## config.mk

```make
export PLATFORM = sky130hd
export DESIGN_NAME = regfile_wr_arbiter
export DESIGN_NICKNAME = d
export VERILOG_FILES = /design/src/rtl/regfile_arb_pkg.sv /design/src/rtl/regfile_scoreboard.sv /design/src/rtl/regfile_wr_arbiter.sv
export SDC_FILE = /design/constraint.sdc
export NUM_CORES = 1
export LEC_CHECK = 0
export BUFFER_PORTS_ARGS = -buffer_cell sky130_fd_sc_hd__buf_2
export CAP_MARGIN = 5
export CORE_MARGIN = 3
export CORE_UTILIZATION = 55
export DETAILED_ROUTE_END_ITERATION = 10
export MAX_ROUTING_LAYER = met4
export PLACE_DENSITY = 0.95
export REMOVE_ABC_BUFFERS = 1
export SLEW_MARGIN = 5
export SYNTH_ARGS = -nofsm -noshare
export SYNTH_HDL_FRONTEND = slang
export SYNTH_SLANG_ARGS = --single-unit
```

## constraint.sdc

```tcl
create_clock -name clk -period 3.2 [get_ports clk]
set_clock_uncertainty 0.15 [all_clocks]
set_input_delay 0.16 -clock clk [delete_from_list [all_inputs] [get_ports clk]]
set_output_delay 0.16 -clock clk [all_outputs]
set_load 0.05 [all_outputs]
```

## src/rtl/regfile_arb_pkg.sv

```systemverilog
// Shared widths, arbitration state encoding and default starvation limit.
package regfile_arb_pkg;
    localparam int XLEN                 = 32;
    localparam int REG_AW               = 5;
    localparam int NREGS                = 1 << REG_AW;
    localparam int STARVE_LIMIT_DEFAULT = 4;

    typedef enum logic {
        NORMAL = 1'b0,
        STARVE = 1'b1
    } arb_state_t;

    function automatic logic [NREGS-1:0] addr_mask(input logic [REG_AW-1:0] a);
        return NREGS'(1) << a;
    endfunction
endpackage

```

## src/rtl/regfile_scoreboard.sv

```systemverilog
// Busy-bit scoreboard for long-latency destinations with read-hazard and issue-conflict lookups.
// Lookups are combinational; busy bits update one edge after set/clear; no backpressure.
module regfile_scoreboard
    import regfile_arb_pkg::*;
(
    input  logic              clk,
    input  logic              rst,
    input  logic              set_vld_i,
    input  logic [REG_AW-1:0] set_addr_i,
    input  logic              clr_vld_i,
    input  logic [REG_AW-1:0] clr_addr_i,
    input  logic [REG_AW-1:0] issue_addr_i,
    input  logic [REG_AW-1:0] raddr1_i,
    input  logic [REG_AW-1:0] raddr2_i,
    input  logic              wr_pend_i,
    input  logic [REG_AW-1:0] wr_addr_i,
    output logic              issue_conflict_o,
    output logic              hazard1_o,
    output logic              hazard2_o
);
    logic [NREGS-1:0] busy_q;
    logic [NREGS-1:0] busy_d;
    logic [NREGS-1:0] set_mask;
    logic [NREGS-1:0] clr_mask;

    always_comb begin
        set_mask = '0;
        clr_mask = '0;
        if (set_vld_i && (set_addr_i != '0)) set_mask = addr_mask(set_addr_i);
        if (clr_vld_i) clr_mask = addr_mask(clr_addr_i);
        // Set is applied after clear so a same-cycle reissue keeps the bit.
        busy_d    = (busy_q & ~clr_mask) | set_mask;
        busy_d[0] = 1'b0;
    end

    always_ff @(posedge clk) begin
        if (rst) busy_q <= '0;
        else     busy_q <= busy_d;
    end

    always_comb begin
        issue_conflict_o = busy_q[issue_addr_i];
        hazard1_o = (raddr1_i != '0) &&
                    (busy_q[raddr1_i] || (wr_pend_i && (wr_addr_i == raddr1_i)));
        hazard2_o = (raddr2_i != '0) &&
                    (busy_q[raddr2_i] || (wr_pend_i && (wr_addr_i == raddr2_i)));
    end
endmodule

```

## src/rtl/regfile_wr_arbiter.sv

```systemverilog
// Arbitrates pipeline (A) and long-latency (B) writebacks onto one registered regfile write port.
// Latency 1; A never backpressured, B held via b_ready and anti-starved by a one-cycle pipeline stall.
module regfile_wr_arbiter
    import regfile_arb_pkg::*;
#(
    parameter int STARVE_LIMIT = STARVE_LIMIT_DEFAULT
) (
    input  logic              clk,
    input  logic              rst,
    input  logic              a_valid,
    input  logic [REG_AW-1:0] a_waddr,
    input  logic [XLEN-1:0]   a_wdata,
    input  logic              b_valid,
    input  logic [REG_AW-1:0] b_waddr,
    input  logic [XLEN-1:0]   b_wdata,
    output logic              b_ready,
    input  logic              issue_valid,
    input  logic [REG_AW-1:0] issue_waddr,
    output logic              issue_conflict,
    input  logic [REG_AW-1:0] raddr1,
    input  logic [REG_AW-1:0] raddr2,
    output logic              hazard1,
    output logic              hazard2,
    output logic              stall_pipe,
    output logic              reg_wr,
    output logic [REG_AW-1:0] waddr,
    output logic [XLEN-1:0]   wdata
);
    localparam int CNT_W = 4;

    arb_state_t        state_q, state_d;
    logic [CNT_W-1:0]  wait_cnt_q, wait_cnt_d;
    logic              reg_wr_q;
    logic [REG_AW-1:0] waddr_q;
    logic [XLEN-1:0]   wdata_q;

    logic              grant_a, grant_b;
    logic              wr_vld;
    logic [REG_AW-1:0] wr_addr_sel;
    logic [XLEN-1:0]   wr_data_sel;
    logic              b_hs;

    always_comb begin
        state_d    = state_q;
        wait_cnt_d = '0;
        b_ready    = 1'b0;
        stall_pipe = 1'b0;
        grant_a    = 1'b0;
        grant_b    = 1'b0;
        if (!rst) begin
            case (state_q)
                NORMAL: begin
                    b_ready = !a_valid;
                    grant_a = a_valid;
                    grant_b = b_valid && !a_valid;
                    if (b_valid && a_valid) begin
                        if (wait_cnt_q == CNT_W'(STARVE_LIMIT - 1)) state_d = STARVE;
                        else wait_cnt_d = wait_cnt_q + 4'd1;
                    end
                end
                STARVE: begin
                    // A is held off for this cycle; B either drains or has gone away.
                    stall_pipe = 1'b1;
                    b_ready    = 1'b1;
                    grant_b    = b_valid;
                    state_d    = NORMAL;
                end
                default: state_d = NORMAL;
            endcase
        end
        b_hs        = b_valid && b_ready;
        wr_vld      = grant_a || grant_b;
        wr_addr_sel = grant_a ? a_waddr : b_waddr;
        wr_data_sel = grant_a ? a_wdata : b_wdata;
    end

    always_ff @(posedge clk) begin
        if (rst) begin
            state_q    <= NORMAL;
            wait_cnt_q <= '0;
            reg_wr_q   <= 1'b0;
            waddr_q    <= '0;
            wdata_q    <= '0;
        end else begin
            state_q    <= state_d;
            wait_cnt_q <= wait_cnt_d;
            reg_wr_q   <= wr_vld && (wr_addr_sel != '0);
            if (wr_vld) begin
                waddr_q <= wr_addr_sel;
                wdata_q <= wr_data_sel;
            end
        end
    end

    assign reg_wr = reg_wr_q;
    assign waddr  = waddr_q;
    assign wdata  = wdata_q;

    regfile_scoreboard u_scoreboard (
        .clk              (clk),
        .rst              (rst),
        .set_vld_i        (issue_valid),
        .set_addr_i       (issue_waddr),
        .clr_vld_i        (b_hs),
        .clr_addr_i       (b_waddr),
        .issue_addr_i     (issue_waddr),
        .raddr1_i         (raddr1),
        .raddr2_i         (raddr2),
        .wr_pend_i        (reg_wr_q),
        .wr_addr_i        (waddr_q),
        .issue_conflict_o (issue_conflict),
        .hazard1_o        (hazard1),
        .hazard2_o        (hazard2)
    );
endmodule

```

Word-level counts from Yosys, hierarchy flattened
Index checks and enable logic that the tools add are counted.
{"block": "totals", "regBits": 75, "inputBits": 94, "output_inout_bits": 43, "elab_cells": 60}
{"block": "classes", "addsub": 1, "magnitude_cmp": 3, "eq_ne": 3, "n_shift": 2, "n_mux": 21, "n_bitwise": 5, "n_reduce_logical": 18}
{"cell": "32-bit 2-to-1 mux", "n": 3}
{"cell": "1-bit by 5-bit << shifter with 32-bit output, first input constant", "n": 2}
{"cell": "32-bit bitwise AND", "n": 1}
{"cell": "32-bit inverter", "n": 1}
{"cell": "32-bit bitwise OR", "n": 1}
{"cell": "5-bit nonzero test", "n": 4}
{"cell": "5-bit by 6-bit less-than comparator with 1-bit output, second input constant", "n": 3}
{"cell": "1-bit binary-select mux with 5-bit select", "n": 3}
{"cell": "1-bit 2-to-1 mux", "n": 11}
{"cell": "5-bit equality test", "n": 2}
{"cell": "1-bit logical AND", "n": 9}
{"cell": "1-bit one-hot mux with 2 select lines", "n": 3}
{"cell": "5-bit 2-to-1 mux", "n": 1}
{"cell": "4-bit by 1-bit adder with 4-bit output, second input constant", "n": 1}
{"cell": "4-bit by 2-bit equality test with 1-bit output, second input constant", "n": 1}
{"cell": "4-bit OR reduction", "n": 1}
{"cell": "1-bit logical OR", "n": 3}
{"cell": "1-bit inverter", "n": 2}
{"cell": "1-bit zero test", "n": 1}

Depth between registers and ports, before layout
Gate-level depths: netlist of the first run.
{"block": "logic_depth", "ltp_word": 8, "ltp_mapped": 6}

Hierarchy
Synthesis of the first run repeated with hierarchy kept, for this count alone.
{"block": "hier_totals", "cells_unflattened": 468, "area_unflattened_um2": 4227.8}
{"mod": "regfile_scoreboard", "n_inst": 1, "cells_each": 273, "area_each_um2": 2288.4, "seq_area_each_um2": 620.6}
{"mod": "regfile_wr_arbiter", "n_inst": 1, "cells_each": 195, "area_each_um2": 1939.4, "seq_area_each_um2": 860.8}

Worst setup path after synthesis of the first run
Ideal clock, no wire load.
{"block": "synth_timing", "path_type": "input to output", "start": "input raddr1[1]", "end": "output hazard1", "arrival_time_ns": 1.990, "required_ns": 2.890, "path_slack_ns": 0.900, "path_stages": 6, "path_buffers": 1, "path_cell_list": "clkbuf_1 > mux4_2 > inv_1 > a2111oi_0 > a311oi_1 > a21oi_1"}
{"block": "synth_between", "elab_chain_cells": 4, "elab_cells_between_ends": 7, "cone_classes": "1 x eq/ne; 2 x mux; 4 x reduce/logical"}
{"element": "from (decl)", "line_no": "regfile_wr_arbiter.sv:20", "rtl": "input logic [REG_AW-1:0] raddr1,"}
{"element": "1-bit binary-select mux with 5-bit select / 5-bit equality test (equally long branches)", "line_no": "regfile_scoreboard.sv:44", "rtl": "(busy_q[raddr1_i] || (wr_pend_i && (wr_addr_i == raddr1_i)));"}
{"element": "1-bit 2-to-1 mux (not written as such) / 1-bit logical AND (equally long branches)", "line_no": "regfile_scoreboard.sv:44"}
{"element": "1-bit logical OR", "line_no": "regfile_scoreboard.sv:44"}
{"element": "1-bit logical AND *", "line_no": "regfile_scoreboard.sv:43", "rtl": "hazard1_o = (raddr1_i != '0) &&"}
{"element": "to (decl)", "line_no": "regfile_wr_arbiter.sv:22", "rtl": "output logic hazard1,"}
Mark *: on every way between the ends. The rest lies on a longest branch, timed or not. The select of a mux whose other input is x is not followed.

Final worst setup path of the first run
{"block": "layout_timing", "start": "register u_scoreboard.busy_q[19]", "end": "output issue_conflict"}
{"block": "layout_between", "elab_chain_cells": 2}
{"element": "from (decl)", "line_no": "regfile_scoreboard.sv:21", "rtl": "logic [NREGS-1:0] busy_q;"}
{"element": "from (signal assigned)", "line_no": "regfile_scoreboard.sv:38", "rtl": "else busy_q <= busy_d;"}
{"element": "1-bit binary-select mux with 5-bit select", "line_no": "regfile_scoreboard.sv:42", "rtl": "issue_conflict_o = busy_q[issue_addr_i];"}
{"element": "1-bit 2-to-1 mux (not written as such)", "line_no": "regfile_scoreboard.sv:42"}
{"element": "to (decl)", "line_no": "regfile_wr_arbiter.sv:19", "rtl": "output logic issue_conflict,"}
No other way between the ends. The select of a mux whose other input is x is not followed.

==> results of run 1 <==
## logic make-up (layout without fill, tap and decap cells)
logic type      count (synthesis)  in the layout  synth area share, %
simple gates                  132            132                 15.2
mux                            71             71                 24.9
flops                          74             74                 36.6
xor+xnor                       11             11                 2.38
fa+ha+maj                       1              1                0.309
buf+inv                        36            213                 3.64
compound gates                112            112                 17.0
## worst max-delay path, delay by kind of cell, from the launching register on
family	cells	cell delay, ns
muxes	3	1.24
DFF	1	0.37
buffers and inverters	1	0.21
## flip-flops by register name, indices dropped and copies added (netlist names)
register and cells:
u_scoreboard.busy_q 31, waddr 5, wdata 32, wait_cnt_q 4, reg_wr 1, state_q 1
## worst max path at each step
stage,startpoint,end,slack (ns),cells after the start
floorplan,state_q,u_scoreboard.busy_q[22],0.48,5
global placement,issue_waddr[0],issue_conflict,0.88,5
detailed placement,issue_waddr[0],issue_conflict,0.87,5
CTS,u_scoreboard.busy_q[19],issue_conflict,0.71,4
global route,u_scoreboard.busy_q[19],issue_conflict,0.67,4
finish,u_scoreboard.busy_q[19],issue_conflict,0.70,4
## synthesized netlist by cell type
| library cell | n |
|---|---|
| nand3_1 | 7 |
| a221oi_1 | 3 |
| ha_1 | 1 |
| nand2_1 | 38 |
| a22o_1 | 1 |
| or4_1 | 2 |
| a2111oi_0 | 2 |
| nand4_1 | 1 |
| mux4_2 | 23 |
| a211oi_1 | 37 |
| nor4_1 | 2 |
| a31oi_1 | 2 |
| and3b_1 | 1 |
| and2_1 | 3 |
| xor2_1 | 9 |
| mux2_2 | 7 |
| nor3_1 | 3 |
| inv_1 | 2 |
| mux2i_1 | 41 |
| xnor2_1 | 2 |
| or2_2 | 1 |
| buf_2 | 7 |
| a311oi_1 | 2 |
| nor4b_1 | 1 |
| buf_4 | 1 |
| nor2b_1 | 11 |
| nand2b_1 | 3 |
| buf_1 | 4 |
| and3_1 | 2 |
| o21ai_0 | 31 |
| nor4bb_1 | 1 |
| a21oi_1 | 33 |
| o41ai_1 | 1 |
| nor2_1 | 49 |
| or3b_2 | 1 |
| clkbuf_1 | 22 |
| dfxtp_1 | 74 |
| nor3b_1 | 6 |
## report_power, final
group          switching (mW)  internal, mW
logic                   0.333         0.203
registers              0.0352         0.963
clock network           0.411         0.377
## area by class of cell
cell class,count,area (um2)
fillers,446,1480
clock buffers,9,124
clock inverters,7,83.8
well taps,96,120
inverters,2,7.51
flip-flops and latches,74,1480
repair buffers,195,1260
multi-input cells,327,2420
## per-layer routing
| layer | part of all wire [%] | wire (um) |
|---|---|---|
| met1 | 36 | 5210 |
| met2 | 52 | 7500 |
| met3 | 9.0 | 1300 |
| met4 | 3.7 | 532 |
| met5 | 0 | 0 |
## through the flow
stage | std cells | util [%] | cell area [um2] | power, mW | worst slack [ns]
final | 710 | 78.9 | 5510 | 2.32 | 0.704
after global routing | 710 | 78.9 | 5510 | 2.39 | 0.670
after CTS | 709 | 78.7 | 5500 | 2.29 | 0.711
after detailed placement | 638 | 67.8 | 4740 | 1.47 | 0.874
after global placement | 638 | 67.8 | 4740 | 1.46 | 0.879
after floorplan | 403 | - | 3910 | 1.28 | 0.477
## timing repair
item                      4_1_cts  5_1_grt
buffers inserted                0        0
hold endpoints to repair       38        1
hold buffers                   55        1
==> impl_metrics.tcl, run 1 <==
set metrics [dict create \
    place.gp.congestion 0.998 \
    hold_class "primary input to flop" \
    arrival_ns 2.19 \
    crit_path_frequent_cell "mux4_2" \
    firstDrtPassIters 6 \
    cts_tree "built" \
    grt_use_met1_pct 39.7 \
    drive_above_1_share_pct 30.6 \
    routed_wl_mm 14.5 \
    die_w_um 91.8 \
    hold_violations 0 \
    whs_ns 0.00827 \
    nets 704 \
    antenna_cells 0 \
    drt-wirelength-per-cell_um 20.5 \
    avgSynthCellArea_um2 9.27 \
    ys_seq_area_share_pct 36.6 \
    max_cap_violations 0 \
    r2r_cells 5 \
    r2r_start "state_q" \
    post-synth-top-area-cell "dfxtp_1" \
    yosysWarnings 0 \
    ioPinCount 137 \
    dp_hpwl_mm 8.82 \
    r2r_end "wdata[21]" \
    yosys-top-cells-area "dfxtp_1 37%, mux4_2 13%, mux2i_1 10%, a211oi_1 6.9%, nor2_1 4.5%" \
    vias 4457 \
    slew_headroom_pct 51.4 \
    initial_utilization_pct 58.0 \
    whs_path_depth 3 \
    grt_usage_pct 35.0 \
    drt-vias-per-instance 6.28 \
    grt_antenna_before_repair 0 \
    portBuffers 136 \
    grt-ovfl-total 0 \
    grt_max_degree 77 \
    area_growth_pct 35.9 \
    cp_cell_sequence "mux4_2 -> mux4_2 -> mux2_2 -> buf_2" \
    min_to "wdata[24]" \
    fmax_mhz 401 \
    met3_usage_pct 6.73 \
    ys_seq_elements 74 \
    cts_resized 0 \
    antenna_left 0 \
    final_common_cell "buf_2" \
    critPathMaxStageDelay_ns 0.49 \
    worst-endpoint-required_ns 2.89 \
    grt_use_met2_pct 59.1 \
    drt_iter0_markers 473 \
    grt_pass1_wl_mm 22.7 \
    tns_ns 0 \
    worstHoldStart "b_wdata[24]" \
    rows 30 \
    dieHeight_um 91.8 \
    startpoint_type "flop" \
    root_buffer "clkbuf_8" \
    min_period_over_period_pct 78.0 \
    first_global_vias 4453 \
    finalSetupViolCount 0 \
    clk_latency_ns 0.36 \
    grt.busiest_layer "met2" \
    finalMaxSlewViolations 0 \
    drc 0 \
    cts_max_level 3 \
    cts.path.max_buffers 2 \
    synth_top_area_share_pct 36.6 \
    slowest_stage "mux4_2" \
    path_class "flop to primary output" \
    p_per_area_nw_per_um2 422 \
    critPathCaptureType "primary output" \
    final_cell_mix "136 x buf_2, 74 x dfxtp_1, 56 x dlygate4sd3_1, 49 x nor2_1, 41 x mux2i_1" \
    finalCriticalPeriod_ns 2.50 \
    crit_fanout 4 \
    rsz0062_at_grt "no" \
    dieArea_um2 8430 \
    cts.clk_slew.worst_paths_ns 0.10 \
    synth_area_um2 4050 \
    status "complete, no violations" \
    synth.distinct_cells 38 \
    r2r_setup_slack_ns 0.90 \
    coreArea_um2 6980 \
    p_leak_nw 2.34 \
    ir_drop_mv 0.335 \
    cts-buffers-inserted 9 \
    synth_cells 437 \
    worst_slew_pin_slew_ns 0.729 \
    cts.sinks 74 \
]
No activity file was read; power rests on OpenSTA's default activity.
==> inputs of run 2 (changes only) <==
--- a/config.mk
+++ b/config.mk
@@ -8,10 +8,10 @@
 export BUFFER_PORTS_ARGS = -buffer_cell sky130_fd_sc_hd__buf_2
 export CAP_MARGIN = 5
 export CORE_MARGIN = 3
-export CORE_UTILIZATION = 55
+export CORE_UTILIZATION = 51
 export DETAILED_ROUTE_END_ITERATION = 10
 export MAX_ROUTING_LAYER = met4
-export PLACE_DENSITY = 0.95
+export PLACE_DENSITY = 0.93
 export REMOVE_ABC_BUFFERS = 1
 export SLEW_MARGIN = 5
 export SYNTH_ARGS = -nofsm -noshare
==> constraint.sdc (replaced) <==
create_clock -name clk -period 2.3 [get_ports clk]
set_clock_uncertainty 0.15 [all_clocks]
set_input_delay 0.115 -clock clk [delete_from_list [all_inputs] [get_ports clk]]
set_output_delay 0.115 -clock clk [all_outputs]
set_load 0.05 [all_outputs]
==> run 2 against run 1 <==
  * The flow now finishes with violations (setup timing)
  * Via count grew 3.8%
  * Design area grew 5.7%
  * Critical path type unchanged
  * Power grew 37%
  * Combinational power grew 49%
  * Global-route usage shrank 1.8 points
  * Die area grew 7.3%
  * Sequential cell count is the same
  * Clock-buffer cell count grew 1
  * Utilization shrank 1.1 points
==> impl_metrics.tcl, run 2 (synthesized netlist as in run 1, its figures left out) <==
set metrics [dict create \
    status "finished with violations" \
    violations "setup timing" \
    cts-buffers-inserted 9 \
    whs_ns 0.0208 \
    r2r_cells 5 \
    cts.clk_slew.worst_paths_ns 0.08 \
    endpoint "issue_conflict" \
    fillCellCount 451 \
    antenna_cells 0 \
    p_leak_nw 2.48 \
    final_common_cell "buf_2" \
    dp_hpwl_mm 8.74 \
    ioPinCount 137 \
    root_buffer "clkbuf_8" \
    grt_pass1_wl_mm 22.6 \
    dieArea_um2 9050 \
    hold_violations 0 \
    area_growth_pct 43.7 \
    drt-wirelength-per-cell_um 20.2 \
    portBuffers 136 \
    initial_utilization_pct 54.1 \
    finalMaxSlewViolations 0 \
    dpl_cell_area_um2 4780 \
    path_class "flop to primary output" \
    r2r_setup_slack_ns 0.27 \
    cts.sinks 74 \
    final_cell_mix "133 x buf_2, 71 x dlygate4sd3_1, 58 x dfxtp_1, 49 x nor2_1, 39 x mux2i_1" \
    antenna_left 0 \
    clk_latency_ns 0.34 \
    critPathLaunch "u_scoreboard.busy_q[29]" \
    cts.path.max_buffers 2 \
    grt_max_degree 77 \
    nets 726 \
    min_period_over_period_pct 104 \
    finalCriticalPeriod_ns 2.39 \
    firstDrtPassIters 5 \
    cts_max_level 3 \
    die_w_um 95.1 \
    p_total_mw 3.18 \
    startpoint_type "flop" \
    hold_class "primary input to flop" \
    p_per_area_nw_per_um2 546 \
    crit_fanout 4 \
    rsz0062_at_grt "yes" \
    fin_ws_ns -0.0868 \
    place_ws_ns 0.155 \
    finalSetupViolCount 1 \
    drt-vias-per-instance 6.31 \
    max_cap_violations 0 \
    slew_headroom_pct 48.5 \
    finalInstanceArea_um2 5820 \
    rows 31 \
    dieHeight_um 95.1 \
    grt-ovfl-total 0 \
    vias 4628 \
    largest_reg_flops 32 \
    drive_above_1_share_pct 34.3 \
    grt_usage_pct 33.2 \
    place.gp.congestion 1.07 \
    grt_antenna_before_repair 0 \
    worst-endpoint-required_ns 2.04 \
    drc 0 \
    ir_drop_mv 0.427 \
    worst_slew_pin_slew_ns 0.772 \
    routed_wl_mm 14.8 \
    first_global_vias 4706 \
    drt_iter0_markers 560 \
    fmax_mhz 419 \
    arrival_ns 2.12 \
    cts_tree "built" \
    r2r_start "state_q" \
    coreArea_um2 7490 \
    critPathCaptureType "primary output" \
    r2r_end "wdata[27]" \
]
run 2: where the power goes:
part	switching (mW)	internal, mW	leakage, nW
combinational	0.480	0.320	1.77
sequential	0.0455	1.34	0.616
clock	0.473	0.521	0.0941
total	0.999	2.18	2.48
run 2: how the worst min path moves through the flow:
stage,slack [ns],endpoint,cells after the start,from
6_report,0.02,wdata[31],3,b_wdata[31]
4_1_cts,0.0004,wdata[31],3,b_wdata[31]
3_3_place_gp,0.25,wdata[12],3,a_wdata[12]
2_1_floorplan,0.03,u_scoreboard.busy_q[10],1,rst
3_5_place_dp,0.26,wdata[7],3,a_wdata[7]
5_1_grt,0.05,wdata[31],3,b_wdata[31]
run 2: through the flow:
step           cells  utilization (%)  TNS, ns
3_3_place_gp     645             63.9        0
5_1_grt          734             77.8   -0.149
4_1_cts          732             76.6  -0.0476
6_report         734             77.8  -0.0868
2_1_floorplan    403                -    -6.16
3_5_place_dp     645             63.9        0
run 2: area by class of cell:
type | instances | area, um2 | share of cell area (%)
clock buffer | 10 | 138 | 2.36
clock inverter | 5 | 55.1 | 0.946
inverter | 2 | 7.51 | 0.129
multi-input combinational | 327 | 2500 | 42.9
sequential | 74 | 1500 | 25.8
tap | 99 | 124 | 2.13
timing repair buffer | 217 | 1500 | 25.7
run 2: critical path: stages (launching register included):
cell and delay [ns]:
dfxtp_1 0.36, mux4_2 0.48, mux4_2 0.50, mux2_4 0.29, buf_8 0.15
run 2: timing repair:
action,CTS,global route
hold buffers,71,0
endpoints found under the hold margin,38,0
pin swaps,2,7
gates resized for setup,15,23
gates cloned,0,0
buffers inserted,1,2
setup endpoints to repair,2,3
run 2: metal layers:
| metal | part of all wire, % | GRT usage [%] | up-vias |
|---|---|---|---|
| met5 | 0 | - | - |
| met4 | 6.5 | 22.5 | 0 |
| met3 | 8.9 | 7.10 | 108 |
| met2 | 51 | 55.9 | 354 |
| met1 | 34 | 34.6 | 2163 |
| li1 | - | - | 2003 |
==> inputs of run 3 (changes only) <==
--- a/config.mk
+++ b/config.mk
@@ -11,8 +11,9 @@
 export CORE_UTILIZATION = 51
 export DETAILED_ROUTE_END_ITERATION = 10
 export MAX_ROUTING_LAYER = met4
-export PLACE_DENSITY = 0.93
+export PLACE_DENSITY = 0.82
 export REMOVE_ABC_BUFFERS = 1
+export SKIP_LAST_GASP = 1
 export SLEW_MARGIN = 5
 export SYNTH_ARGS = -nofsm -noshare
 export SYNTH_HDL_FRONTEND = slang
==> run 3 against run 2 <==
  * The flow still finishes with violations (setup timing)
  * Utilization down 0.18 points
  * Cell count rose by 0.68%
  * Sequential power about the same
  * Setup slack better by 0.012 ns
  * Via count is 2.6% lower
  * Routed wire length down 3.3%
  * Non-clock buffer count increased by 4
  * Hold slack better by 0.0087 ns
  * Largest cell class unchanged
==> impl_metrics.tcl, run 3 (synthesized netlist as in run 1, its figures left out) <==
set metrics [dict create \
    status "finished with violations" \
    violations "setup timing" \
    final_cell_mix "133 x buf_2, 75 x dlygate4sd3_1, 65 x dfxtp_1, 49 x nor2_1, 41 x mux2i_1" \
    drive_above_1_share_pct 32.2 \
    p_seq_share_pct 42.5 \
    whs_ns 0.0295 \
    grt_max_degree 77 \
    hold_violations 0 \
    whs_path_depth 3 \
    slowest_stage "mux4_2" \
    grt_pass1_wl_mm 22.2 \
    p_per_area_nw_per_um2 560 \
    initial_utilization_pct 54.1 \
    multi_input_area_um2 2440 \
    p_sw_share_pct 32.9 \
    antenna_left 0 \
    ir_drop_mv 0.376 \
    nets 730 \
    critPathBufInv 1 \
    root_buffer "clkbuf_8" \
    p_switching_mw 1.07 \
    dieArea_um2 9050 \
    fmax_mhz 421 \
    startpoint_type "flop" \
    worst-endpoint-required_ns 2.04 \
    drt_iter0_markers 417 \
    min_to "waddr[4]" \
    firstDrtPassIters 5 \
    clk_latency_ns 0.36 \
    slew_headroom_pct 45.7 \
    finalCriticalPeriod_ns 2.37 \
    combinationalPowerShare_pct 24.3 \
    rows 31 \
    routed_wl_mm 14.4 \
    grt_usage_pct 32.9 \
    r2r_setup_slack_ns 0.27 \
    grt-ovfl-total 0 \
    largest_reg_flops 32 \
    area_growth_pct 43.4 \
    die_w_um 95.1 \
    crit_path_frequent_cell "mux4_2" \
    cts-buffers-inserted 9 \
    vias 4507 \
    finalSetupViolCount 1 \
    worstHoldStart "b_waddr[4]" \
    cts.clk_slew.worst_paths_ns 0.09 \
    critPathMaxStageDelay_ns 0.47 \
    grt_antenna_before_repair 0 \
    first_global_vias 4559 \
    cp_cell_sequence "mux4_2 -> mux4_2 -> mux2_4 -> buf_8" \
    drc 0 \
    finalMaxSlewViolations 0 \
    hold_class "primary input to flop" \
    critPathCaptureType "primary output" \
    dp_hpwl_mm 8.61 \
    path_class "flop to primary output" \
    final_common_cell "buf_2" \
    r2r_cells 5 \
    cts_tree "built" \
    rsz0062_at_grt "yes" \
    arrival_ns 2.11 \
    r2r_start "state_q" \
    cts.path.max_buffers 2 \
    portBuffers 136 \
    min_period_over_period_pct 103 \
    antenna_cells 0 \
    cp_top_family "multiplexers" \
    coreArea_um2 7490 \
    p_int_mw 2.18 \
    worst_slew_pin_slew_ns 0.804 \
    fillCellCount 464 \
    dieHeight_um 95.1 \
    max_cap_violations 0 \
    cts.sinks 74 \
    postLayoutCoreUtil_pct 77.6 \
    r2r_end "wdata[31]" \
    fin_ws_ns -0.0748 \
    pwr-share-clk_pct 33.1 \
    seq_area_um2 1490 \
    drt-wirelength-per-cell_um 19.4 \
    ioPinCount 137 \
    place.gp.congestion 1.04 \
    cts_max_level 3 \
    drt-vias-per-instance 6.10 \
    crit_fanout 4 \
    p_leak_nw 2.49 \
]
## run 3: per-stage QoR
stage	worst slack (ns)	area [um2]	power [mW]	instances	TNS (ns)
global route	-0.0937	5810	3.38	739	-0.0937
finish	-0.0748	5810	3.25	739	-0.0748
floorplan	-0.423	3910	1.78	403	-6.16
CTS	-0.0588	5780	3.22	738	-0.0588
global placement	0.0901	4780	2.04	645	0
detailed placement	0.0625	4780	2.05	645	0
## run 3: how the worst max path moves through the flow
stage / startpoint / to / slack (ns) / depth (start not counted)
2_1_floorplan: state_q / u_scoreboard.busy_q[22] / -0.42 / 5
4_1_cts: u_scoreboard.busy_q[23] / issue_conflict / -0.06 / 4
6_report: u_scoreboard.busy_q[4] / issue_conflict / -0.07 / 4
3_5_place_dp: issue_waddr[0] / issue_conflict / 0.06 / 5
5_1_grt: u_scoreboard.busy_q[17] / issue_conflict / -0.09 / 4
3_3_place_gp: issue_waddr[0] / issue_conflict / 0.09 / 5
## run 3: cell type report
cell class	count	share of cell area (%)
Tap cell	99	2.13
Clock inverter	7	1.46
Clock buffer	9	2.13
Inverter	2	0.129
Timing Repair Buffer	221	26.4
Multi-Input combinational cell	327	42.0
Sequential cell	74	25.7
## run 3: power groups by stage
stage	Sequential (mW)	Clock, mW	Combinational (mW)
6_report	1.38	1.08	0.792
5_1_grt	1.39	1.16	0.834
4_1_cts	1.38	1.08	0.760
3_5_place_dp	1.41	0	0.642
3_3_place_gp	1.41	0	0.629
2_1_floorplan	1.58	0	0.204
## run 3: worst reg2reg max path, stage by stage (launching register included)
cell and delay, ns:
dfxtp_1 0.35, nand2b_2 0.15, buf_12 0.29, nor2_1 0.09, a211oi_1 0.30, dlygate4sd3_1 0.63
## run 3: per-layer routing
metal	GRT usage, %	vias to the layer above	share of wire (%)
met2	55.7	314	51
li1	-	2011	-
met3	6.79	70	9.2
met4	19.4	0	5.0
met5	-	-	0
met1	35.5	2112	35
## run 3: what timing repair did
item | CTS | global route
setup buffers | 3 | 0
gates cloned | 0 | 0
hold buffers | 74 | 1
endpoints found under the hold margin | 44 | 1
pin swaps | 1 | 0
setup endpoints to repair | 1 | 3
gates resized for setup | 13 | 7
